==> config.mk <==
export PLATFORM = sky130hd
export DESIGN_NAME = cond_sum_pipe
export DESIGN_NICKNAME = d
export VERILOG_FILES = /design/src/rtl/cond_sum_pipe.sv
export SDC_FILE = /design/constraint.sdc
export NUM_CORES = 1
export LEC_CHECK = 0
export ABC_AREA = 1
export CAP_MARGIN = 15
export CORE_ASPECT_RATIO = 1.4
export CORE_MARGIN = 5
export CORE_UTILIZATION = 70
export CTS_CLUSTER_DIAMETER = 60
export DETAILED_ROUTE_END_ITERATION = 6
export DONT_BUFFER_PORTS = 1
export PLACE_DENSITY = 0.91
export SLEW_MARGIN = 0
export SYNTH_ARGS = -nofsm -noshare
export SYNTH_HDL_FRONTEND = slang
export SYNTH_SLANG_ARGS = --single-unit
==> constraint.sdc <==
create_clock -name clk -period 5 [get_ports clk]
set_clock_uncertainty 0.05 [all_clocks]
set_input_delay 0.25 -clock clk [delete_from_list [all_inputs] [get_ports clk]]
set_output_delay 0.25 -clock clk [all_outputs]
set_load 0.02 [all_outputs]
==> src/rtl/cond_sum_pipe.sv <==
`default_nettype none
// +--------------------------------------------------------------------------+
// | cond_sum_pipe: two-stage pipelined conditional-sum adder/subtractor.     |
// | Optional OVF/ZERO flag outputs enabled by macro COND_SUM_PIPE_FLAGS_EN.  |
// | Revision: 1.0                                                            |
// +--------------------------------------------------------------------------+
module cond_sum_pipe #(
  parameter int WIDTH = 64,
  parameter int SEG   = 16
) (
  input  logic             clk,
  input  logic             rst_n,
  input  logic             in_valid,
  output logic             in_ready,
  input  logic [WIDTH-1:0] A,
  input  logic [WIDTH-1:0] B,
  input  logic             CIN,
  input  logic             SUB,
  output logic             out_valid,
  input  logic             out_ready,
  output logic [WIDTH-1:0] S,
  output logic             COUT
`ifdef COND_SUM_PIPE_FLAGS_EN
  ,
  output logic             OVF,
  output logic             ZERO
`endif
);

  localparam int NSEG = WIDTH / SEG;

  if ((WIDTH % SEG) != 0 || SEG < 2) begin : g_param_check
    $error("cond_sum_pipe: WIDTH must be a multiple of SEG and SEG must be >= 2");
  end

  logic [WIDTH-1:0] beff;
  logic             c0;
  logic             adv1;
  logic             adv2;
  logic             s1_valid;
  logic [WIDTH-1:0] n_sum0;
  logic [WIDTH-1:0] n_sum1;
  logic [NSEG-1:0]  n_co0;
  logic [NSEG-1:0]  n_co1;
  logic [WIDTH-1:0] s1_sum0;
  logic [WIDTH-1:0] s1_sum1;
  logic [NSEG-1:0]  s1_co0;
  logic [NSEG-1:0]  s1_co1;
  logic [NSEG:0]    c;
  logic [WIDTH-1:0] sel_sum;

  assign beff     = SUB ? ~B : B;
  assign c0       = SUB | CIN;
  assign adv2     = !out_valid || out_ready;
  assign adv1     = !s1_valid || adv2;
  assign in_ready = adv1;

  // Segment 0 already holds its true result in both slots, so c[0] is a dummy.
  assign c[0] = 1'b0;

  for (genvar k = 0; k < NSEG; k++) begin : g_seg
    logic [SEG:0] t0;
    logic [SEG:0] t1;
    if (k == 0) begin : g_lsb
      assign t0 = {1'b0, A[SEG-1:0]} + {1'b0, beff[SEG-1:0]} + {{SEG{1'b0}}, c0};
      assign t1 = t0;
    end else begin : g_upper
      assign t0 = {1'b0, A[k*SEG +: SEG]} + {1'b0, beff[k*SEG +: SEG]};
      assign t1 = {1'b0, A[k*SEG +: SEG]} + {1'b0, beff[k*SEG +: SEG]} + {{SEG{1'b0}}, 1'b1};
    end
    assign n_sum0[k*SEG +: SEG] = t0[SEG-1:0];
    assign n_sum1[k*SEG +: SEG] = t1[SEG-1:0];
    assign n_co0[k]             = t0[SEG];
    assign n_co1[k]             = t1[SEG];

    assign c[k+1]                = c[k] ? s1_co1[k] : s1_co0[k];
    assign sel_sum[k*SEG +: SEG] = c[k] ? s1_sum1[k*SEG +: SEG] : s1_sum0[k*SEG +: SEG];
  end

`ifdef COND_SUM_PIPE_FLAGS_EN
  // Operand MSBs are kept so stage 2 can recover the carry into the MSB.
  logic s1_a_msb;
  logic s1_b_msb;

  always_ff @(posedge clk or negedge rst_n) begin
    if (!rst_n) begin
      s1_a_msb <= 1'b0;
      s1_b_msb <= 1'b0;
    end else if (adv1 && in_valid) begin
      s1_a_msb <= A[WIDTH-1];
      s1_b_msb <= beff[WIDTH-1];
    end
  end

  always_ff @(posedge clk or negedge rst_n) begin
    if (!rst_n) begin
      OVF  <= 1'b0;
      ZERO <= 1'b0;
    end else if (adv2 && s1_valid) begin
      OVF  <= c[NSEG] ^ (sel_sum[WIDTH-1] ^ s1_a_msb ^ s1_b_msb);
      ZERO <= (sel_sum == '0);
    end
  end
`endif

  always_ff @(posedge clk or negedge rst_n) begin
    if (!rst_n) begin
      s1_valid <= 1'b0;
      s1_sum0  <= '0;
      s1_sum1  <= '0;
      s1_co0   <= '0;
      s1_co1   <= '0;
    end else if (adv1) begin
      s1_valid <= in_valid;
      if (in_valid) begin
        s1_sum0 <= n_sum0;
        s1_sum1 <= n_sum1;
        s1_co0  <= n_co0;
        s1_co1  <= n_co1;
      end
    end
  end

  always_ff @(posedge clk or negedge rst_n) begin
    if (!rst_n) begin
      out_valid <= 1'b0;
      S         <= '0;
      COUT      <= 1'b0;
    end else if (adv2) begin
      out_valid <= s1_valid;
      if (s1_valid) begin
        S    <= sel_sum;
        COUT <= c[NSEG];
      end
    end
  end

endmodule
`default_nettype wire

==> results of run 1 <==
## layer usage
metal | part of all wire | global-route usage
met1 | 0.38 | 0.347
met2 | 0.52 | 0.555
met3 | 0.061 | 0.0537
met4 | 0.042 | 0.137
met5 | 0 | 0
## logic make-up (layout without fill, tap and decap cells)
family | count (synthesis) | in the layout | share of synthesized area
AO/OA/AOI/OAI | 219 | 219 | 0.0929
XOR/XNOR | 78 | 78 | 0.0524
adder cells (fa/ha/maj) | 79 | 79 | 0.0787
buffers and inverters | 265 | 250 | 0.0796
flip-flops | 186 | 186 | 0.357
AND/OR/NAND/NOR | 1044 | 1044 | 0.339
## path summary, 6_finish.rpt
check,depth (start not counted),start,slack (ns),to
setup / recovery,6,out_valid,1.80,s1_sum1[56]
hold / removal,3,A[0],0.09,s1_sum0[0]
setup reg to reg,6,out_valid,1.80,s1_sum1[56]
hold reg to reg,2,s1_sum0[7],0.43,S[7]
max in group asynchronous,2,rst_n,3.72,S[42]
min in group asynchronous,2,rst_n,0.37,s1_sum0[8]
## timing repair
item,CTS,global route
resized for setup,0,0
hold buffers,3,0
endpoints found under the hold margin,187,0
## placed cells by master (no fill, tap or decap), types with 8 or more instances in the layout
cell	instances
a21oi_1	40
a31oi_1	19
and2_1	9
clkbuf_16	17
dfrtp_1	186
ha_1	74
inv_1	193
inv_2	18
nand2_1	654
nand2_2	31
nand3_1	135
nand3_2	8
nand4_1	17
nor2_1	155
nor2_2	9
nor2_4	10
o211ai_1	9
o21ai_0	109
o21ai_1	16
xnor2_1	11
xor2_1	67
## state kept, by name, indices dropped and copies added, names as in the netlist
signal     cells
S             64
s1_sum0       64
s1_sum1       48
s1_co0         4
s1_co1         3
COUT           1
out_valid      1
s1_valid       1
## power by group
part	switching (W)	total [W]	internal, W
clock	0.000683	0.00137	0.000692
combinational	0.00124	0.00187	0.000638
sequential	0.000697	0.00269	0.00200
## final cells by class
type / instances / area (um2)
inverters: 212 / 796
multi-input cells: 1420 / 7360
repair buffers: 6 / 70.1
fillers: 1452 / 4650
clock buffers: 18 / 439
well taps: 244 / 305
clock inverters: 14 / 179
flip-flops and latches: 186 / 4650
## critical path: cells and delay by family, from the launching register on
kind                   cells  cell delay (ns)
AO/OA/AOI/OAI              1             0.20
AND/OR/NAND/NOR            3             0.95
flip-flops                 1             0.47
buffers and inverters      2             1.41
## stage by stage
step	hold slack (ns)	std cells	total power [W]
after floorplan	-0.0956	1871	0.00401
after global placement	-0.0907	2065	0.00439
after detailed placement	-0.0901	2065	0.00451
after CTS	0.0968	2100	0.00591
after global routing	0.124	2100	0.00634
final	0.0945	2100	0.00594
==> results.json, run 1 <==
{
  "ctsHtreeMaxLevel": 4,
  "setup_viol": 0,
  "nNetsFinal": 2056,
  "cts_tree": "done",
  "maxCapViolations": 0,
  "cts_setup_buffers": 0,
  "fmax_mhz": 312,
  "min_period_over_period": 0.641,
  "cts_sinks": 186,
  "run_status": "finished with violations",
  "hp-class": "primary input to register",
  "io_buffers": 0,
  "post-place-ws_ns": 1.86,
  "routedWlPerCell_um": 15.5,
  "failed_checks": "DRC",
  "yosysMostFrequentCell": "nand2_1",
  "rsz0062_at_grt": "no",
  "area_growth_pct": 5.83,
  "synthCells": 1871,
  "cp-start-kind": "register",
  "place_area_um2": 13100,
  "drtPass1Iterations": 7,
  "dominantRegCellSynth": "dfrtp_1",
  "synth_cell_types": 44,
  "crit_type": "register to register",
  "ys_seq_area_frac": 0.357,
  "peakVddDrop_v": 0.000287,
  "leakagePower_nw": 7.25,
  "cts_buffer_depth": 2,
  "drt.antenna.violating_nets": 0,
  "numCtsBuffers": 17,
  "synthArstFlopShare": 1.00,
  "maxSlewViolCount": 0,
  "core_um2": 18500,
  "grt_antenna_before_repair": 0,
  "viasPerCell": 5.74,
  "critPathSlowestCell": "inv_2",
  "critical-path-max-stage-delay_ns": 0.97,
  "root_buffer": "clkbuf_16",
  "setup_tns_ns": 0,
  "synth_top_area_share": 0.357,
  "yosysWarnings": 0,
  "grt_pass1_wl_um": 54200,
  "worst_pin_slew_ns": 1.10,
  "grt_max_degree": 187,
  "syn_avg_cell_area_um2": 6.97,
  "postRouteWirelength_um": 32500,
  "synth_seq_cells": 186,
  "path_clk_slew_ns": 0.08,
  "diodes": 0,
  "fp-row-count": 59,
  "post-route-util": 0.748,
  "crit_arrival_ns": 3.51,
  "die_area_um2": 21500,
  "syn_area_um2": 13000,
  "drcViolationCount": 1,
  "worstPathRequired_ns": 5.31,
  "relSlewSlack": 0.263,
  "die_w_um": 125,
  "synth_common_cells": "nand2_1, inv_1, dfrtp_1",
  "first_iter_violations": 1158,
  "dieHeight_um": 171,
  "initial_core_util": 0.707,
  "hold_viol": 0,
  "yosys.area.top_type": "dfrtp_1",
  "drive_above_1_share": 0.0652,
  "syn_nets": 2084,
  "finalWorstSetupSlack_ns": 1.80,
  "globalRouteOverflowTotal": 0,
  "crit_path_cell_trace": "nand3_1, nand2_4, inv_2, buf_4, nand2_1, o211ai_1",
  "design_area_um2": 13800,
  "io_pins": 201,
  "path_max_fanout": 71,
  "dpl.hpwl_um": 23600,
  "synth-edff-count": 0,
  "fin_crit_ns": 3.20,
  "synthTopCellsByArea": "dfrtp_1, nand2_1, ha_1, inv_1, nand3_1",
  "grt_pass1_vias": 11900,
  "clk_latency_ns": 0.44,
  "crit_path_end_kind": "register",
  "place_congestion": 0.911,
  "grtUsageTotal": 0.303,
  "powerDensity_nw_per_um2": 431,
  "vias": 12000
}
No activity file was read; power rests on OpenSTA's default activity.
==> run 2: changes to the inputs <==
- ABC_AREA: 1 -> 0
- CORE_UTILIZATION: 70 -> 65
- PLACE_DENSITY: 0.91 -> 0.86
- clock period: 5 -> 3.14 ns (I/O delays scaled with it)
==> run 2 against run 1 <==
Against the previous run: the run ends with hold timing left; clock power up 48%; die area fell by 4.4%; critical path depth increased by 8; global-route usage is 4.5 points lower; design area down 7.8%; first-iteration DRC count fell by 51%; sequential power is 52% higher; sequential share of layout area grew 2.9 points; total power is 49% higher; largest cell class unchanged.
==> results.json, run 2 <==
{
  "area_growth_pct": 10.3,
  "synthCells": 1260,
  "grtUsageTotal": 0.259,
  "powerDensity_nw_per_um2": 697,
  "critical-path-max-stage-delay_ns": 0.57,
  "core_um2": 17400,
  "crit_path_end_kind": "register",
  "cts_tree": "done",
  "root_buffer": "clkbuf_16",
  "ys_seq_area_frac": 0.403,
  "fmax_mhz": 334,
  "crit_type": "primary input to register",
  "routedWlPerCell_um": 16.9,
  "cp.depth": 14,
  "fin_crit_ns": 2.99,
  "synthAdderAreaFrac": 0.0889,
  "drcViolationCount": 0,
  "hp-class": "primary input to async pin",
  "synth_seq_cells": 186,
  "io_pins": 201,
  "failed_checks": "hold timing",
  "die_area_um2": 20600,
  "critPathSlowestCell": "dlygate4sd3_1",
  "syn_area_um2": 11500,
  "path_max_fanout": 3,
  "design_area_um2": 12700,
  "maxSlewViolCount": 0,
  "synthMuxAreaShare": 0.0628,
  "fp-row-count": 57,
  "first_iter_violations": 573,
  "drt.antenna.violating_nets": 0,
  "synthTopCellsByArea": "dfrtp_1, nand2_1, ha_1, xor2_1, o21ai_0",
  "clk_latency_ns": 0.42,
  "path_buf_inv": 3,
  "worstReg2RegStart": "out_valid",
  "maxCapViolations": 0,
  "dieHeight_um": 168,
  "peakVddDrop_v": 0.000344,
  "synth_top_family_by_area": "simple AND/OR/NAND/NOR gates",
  "grt_antenna_before_repair": 0,
  "synthArstFlopShare": 1.00,
  "cpLargestDelayFamily": "buffers and inverters",
  "dominantRegCellSynth": "dfrtp_1",
  "synth_top_area_share": 0.403,
  "worstRegToRegCells": 5,
  "globalRouteOverflowTotal": 0,
  "nFillCells": 1320,
  "setup_viol": 0,
  "worst_pin_slew_ns": 0.865,
  "synth_common_cells": "nand2_1, dfrtp_1, o21ai_0",
  "numCtsBuffers": 17,
  "syn_avg_cell_area_um2": 9.16,
  "place_area_um2": 12100,
  "synthXorXnorAreaFrac": 0.120,
  "final_common_cell": "nand2_1",
  "leakagePower_nw": 5.98,
  "yosysWarnings": 0,
  "syn_nets": 1473,
  "die_w_um": 123,
  "postCtsHoldBufs": 6,
  "dpl.hpwl_um": 19400,
  "critical_path.startpoint": "A[48]",
  "cp-start-kind": "primary input",
  "grt_max_degree": 187,
  "nNetsFinal": 1497,
  "initial_core_util": 0.663,
  "reg_top3": "S (64), s1_sum0 (64), s1_sum1 (48)",
  "total_power_w": 0.00887,
  "worstPathRequired_ns": 3.37,
  "final_cell_mix": "nand2_1, dfrtp_1, o21ai_0",
  "run_status": "finished with violations",
  "io_buffers": 0,
  "yosysMostFrequentCell": "nand2_1",
  "synth_cell_types": 64,
  "hold_viol": 186,
  "grt_pass1_vias": 9170,
  "crit_path_cell_trace": "dlygate4sd3_1, ha_2, inv_1, fa_1, nand2b_1, a21oi_2, o21ai_1, a31oi_1, xor2_1, nand4_1, nor4bb_1, buf_4, xnor2_1, o21ai_0",
  "postRouteWirelength_um": 25900,
  "min_period_over_period": 0.954,
  "vias": 8972,
  "rsz0062_at_grt": "no",
  "diodes": 0,
  "path_clk_slew_ns": 0.07,
  "cts_sinks": 186,
  "synthSimpleGateAreaFrac": 0.162,
  "whs_ns": -0.621,
  "crit_arrival_ns": 3.22,
  "cts_buffer_depth": 2,
  "place_congestion": 0.911,
  "ctsHtreeMaxLevel": 4,
  "yosys.area.top_type": "dfrtp_1",
  "synth-edff-count": 0,
  "drtPass1Iterations": 5,
  "synth_compound_area_frac": 0.137,
  "relSlewSlack": 0.423,
  "grt_pass1_wl_um": 43100,
  "drive_above_1_share": 0.0980,
  "viasPerCell": 5.86
}
-- run 2: changes by cell type in the layout (fill, tap and decap cells not counted), moves of 19 or more --
cell | previous run | this run
nor2_1 | 155 | 39
inv_1 | 193 | 28
mux2i_1 | 0 | 49
nand3_1 | 135 | 19
o21ai_0 | 109 | 139
xor2_1 | 67 | 98
nand2_1 | 654 | 278
buf_4 | 3 | 48
nand2_2 | 31 | 0
xnor2_1 | 11 | 57
mux2_2 | 0 | 19
-- run 2: final cells by class --
| class | instances | area, um2 | share of cell area |
|---|---|---|---|
| clock inverter | 9 | 92.6 | 0.00728 |
| sequential | 186 | 4650 | 0.366 |
| multi-input combinational | 995 | 6650 | 0.523 |
| tap | 236 | 295 | 0.0232 |
| timing repair buffer | 56 | 460 | 0.0362 |
| clock buffer | 22 | 464 | 0.0365 |
| inverter | 28 | 105 | 0.00826 |
-- run 2: logic make-up (layout without fill, tap and decap cells) --
logic type      after synthesis  in the layout
simple gates                426            426
compound gates              263            263
flops                       186            186
xor+xnor                    157            157
fa+ha+maj                    79             79
buf+inv                      79            115
mux                          70             70
-- run 2: path summary, 6_finish.rpt --
path	slack [ns]	endpoint
min	-0.62	S[56]
max in group asynchronous	3.28	s1_sum0[1]
max reg2reg	0.92	s1_sum1[30]
max	0.15	s1_sum1[63]
min in group clk	0.02	s1_sum1[16]
min reg2reg	0.42	s1_sum0[48]
-- run 2: routing by layer --
layer,part of all wire,GRT usage
met3,0.055,0.0553
met4,0.029,0.0960
met2,0.53,0.464
met5,0,0
met1,0.38,0.299
-- run 2: power by group --
group          internal [W]  switching (W)  leakage (nW)
Clock               0.00114       0.000894         0.263
Combinational       0.00128        0.00148          3.42
Sequential          0.00317       0.000922          2.29
-- run 2: stage by stage --
| stage | TNS (ns) | std cells | utilization | setup WS [ns] |
|---|---|---|---|---|
| after detailed placement | -0.142 | 1495 | 0.694 | -0.141 |
| after global routing | 0 | 1532 | 0.731 | 0.00543 |
| final | 0 | 1532 | 0.731 | 0.146 |
| after global placement | -0.0794 | 1495 | 0.694 | -0.0794 |
| after floorplan | -0.377 | 1260 | - | -0.138 |
| after CTS | 0 | 1532 | 0.730 | 0.154 |
-- run 2: what timing repair did --
item | 4_1_cts | 5_1_grt
setup endpoints to repair | 0 | 4
buffers inserted | 0 | 0
gates resized for setup | 0 | 7
endpoints found under the hold margin | 194 | 186
==> run 3: changes to the inputs <==
- CORE_UTILIZATION: 65 -> 59
- PLACE_DENSITY: 0.86 -> 0.83
- clock period: 3.14 -> 2.5 ns (I/O delays scaled with it)
==> run 3 against run 2 <==
Against the previous run: the flow finishes with violations (hold timing, setup timing); wire length up 17%; sequential share of layout area down 3.4 points; design area up 10%; total power up 38%; via count up 8.2%; first-iteration DRC count up 11%; die area up 9.4%; sequential power up 26%; clock power up 37%; cell count up 8.7%; critical path depth down 1; critical path type unchanged; critical endpoint is now s1_co1[2].
==> results.json, run 3 (synthesis gave the netlist of run 2 again) <==
{
  "ctsHtreeMaxLevel": 4,
  "crit_arrival_ns": 2.96,
  "leakagePower_nw": 6.68,
  "hold_viol": 186,
  "critical-path-max-stage-delay_ns": 0.40,
  "reg_top3": "S (64), s1_sum0 (64), s1_sum1 (48)",
  "fin_crit_ns": 2.70,
  "grt_pass1_wl_um": 47900,
  "vias": 9708,
  "powerDensity_nw_per_um2": 870,
  "fp-row-count": 60,
  "grt_pass1_vias": 10100,
  "drcViolationCount": 0,
  "routedWlPerCell_um": 18.2,
  "failed_checks": "hold timing, setup timing",
  "peakVddDrop_v": 0.000445,
  "path_clk_slew_ns": 0.07,
  "drt.antenna.violating_nets": 0,
  "path_max_fanout": 65,
  "numCtsBuffers": 17,
  "die_area_um2": 22500,
  "first_iter_violations": 634,
  "crit_path_cell_trace": "xor2_2, ha_2, inv_2, fa_2, nand3b_1, a2111oi_4, o41a_1, o21ai_1, a221o_1, or3_1, nand4bb_1, xnor2_1, o21ai_1",
  "maxCapViolations": 0,
  "run_status": "finished with violations",
  "crit_path_end_kind": "register",
  "cts_buffer_depth": 2,
  "cpMostUsedCell": "o21ai_1",
  "die_w_um": 128,
  "cts_tree": "done",
  "viasPerCell": 5.83,
  "root_buffer": "clkbuf_16",
  "initial_core_util": 0.600,
  "io_pins": 201,
  "fmax_mhz": 370,
  "cp-start-kind": "primary input",
  "diodes": 0,
  "multiInputGateArea_um2": 6990,
  "postCtsHoldBufs": 6,
  "worstReg2RegStart": "out_valid",
  "setup_viol": 7,
  "critPathSlowestCell": "a2111oi_4",
  "postRouteWirelength_um": 30300,
  "grt_antenna_before_repair": 0,
  "finalWorstSetupSlack_ns": -0.204,
  "worst_pin_slew_ns": 0.633,
  "drtPass1Iterations": 6,
  "clk_latency_ns": 0.43,
  "place_congestion": 0.881,
  "nFillCells": 1355,
  "whs_ns": -0.661,
  "io_buffers": 0,
  "rsz0062_at_grt": "yes",
  "min_period_over_period": 1.08,
  "cts_sinks": 186,
  "grt_max_degree": 187,
  "hp-class": "primary input to async pin",
  "drive_above_1_share": 0.212,
  "maxSlewViolCount": 0,
  "nNetsFinal": 1617,
  "final_common_cell": "nand2_1",
  "regArea_um2": 4650,
  "post-route-util": 0.730,
  "dieHeight_um": 175,
  "area_growth_pct": 21.6,
  "place_area_um2": 13000,
  "crit_type": "primary input to register",
  "critical_path.startpoint": "SUB",
  "worstPathRequired_ns": 2.75,
  "final_cell_mix": "nand2_1, dfrtp_1, buf_4",
  "dpl.hpwl_um": 21600,
  "grtUsageTotal": 0.261,
  "relSlewSlack": 0.577,
  "core_um2": 19200,
  "globalRouteOverflowTotal": 0,
  "design_area_um2": 14000
}
-- run 3: changes by cell type in the layout (fill, tap and decap cells not counted), sizes merged --
cell	delta
buf	+120
bufinv	+1
clkbuf	-3
clkinv	-1
clkinvlp	-1
inv	+5
-- run 3: layout make-up --
class | count | area share
inverter | 28 | 0.00749
timing repair buffer | 176 | 0.0970
sequential | 186 | 0.332
clock inverter | 13 | 0.0112
tap | 248 | 0.0221
multi-input combinational | 995 | 0.498
clock buffer | 19 | 0.0323
-- run 3: worst paths after layout --
check	endpoint	slack, ns	cells past startpoint
worst max register to register	s1_sum1[30]	0.50	6
worst min-delay path	S[24]	-0.66	0
max in group asynchronous	S[3]	2.76	0
worst max-delay path	s1_co1[2]	-0.20	13
min in group clk	s1_sum0[16]	0.01	3
worst min register to register	s1_sum0[8]	0.43	2
-- run 3: through the flow --
stage | instances | total power [W] | TNS [ns] | setup slack [ns]
after floorplan | 1260 | 0.00765 | -10.68 | -0.741
after detailed placement | 1614 | 0.00916 | -9.32 | -0.680
final | 1665 | 0.0122 | -0.736 | -0.204
after global routing | 1665 | 0.0129 | -1.53 | -0.265
after CTS | 1657 | 0.0120 | -0.158 | -0.131
after global placement | 1614 | 0.00892 | -6.74 | -0.614
-- run 3: what timing repair did --
action                                  4_1_cts  5_1_grt
gates resized for setup                      16       31
buffers inserted                              5        8
endpoints found under the setup margin        7       15
hold endpoints to repair                    202      186
pin swaps                                    12       22
-- run 3: layer usage --
layer / GRT usage / routed length (um) / vias to the layer above
met3: 0.0639 / 2010 / 89
met1: 0.283 / 11100 / 4647
li1: - / - / 4620
met5: 0 / 0 / -
met4: 0.106 / 1090 / 0
met2: 0.479 / 16100 / 352
-- run 3: worst max-delay path: cells and delay by family --
kind	cells	cell delay, ns
AOI/OAI and AO/OA	5	1.12
and+or+nand+nor	3	0.82
buffers and inverters	1	0.04
xor gates and xnor gates	2	0.31
adders and majority gates	2	0.55
-- run 3: report_power, final --
part	internal [W]	leakage [nW]	switching [W]
Combinational	0.00207	4.10	0.00219
Clock	0.00156	0.296	0.00123
Sequential	0.00398	2.29	0.00118
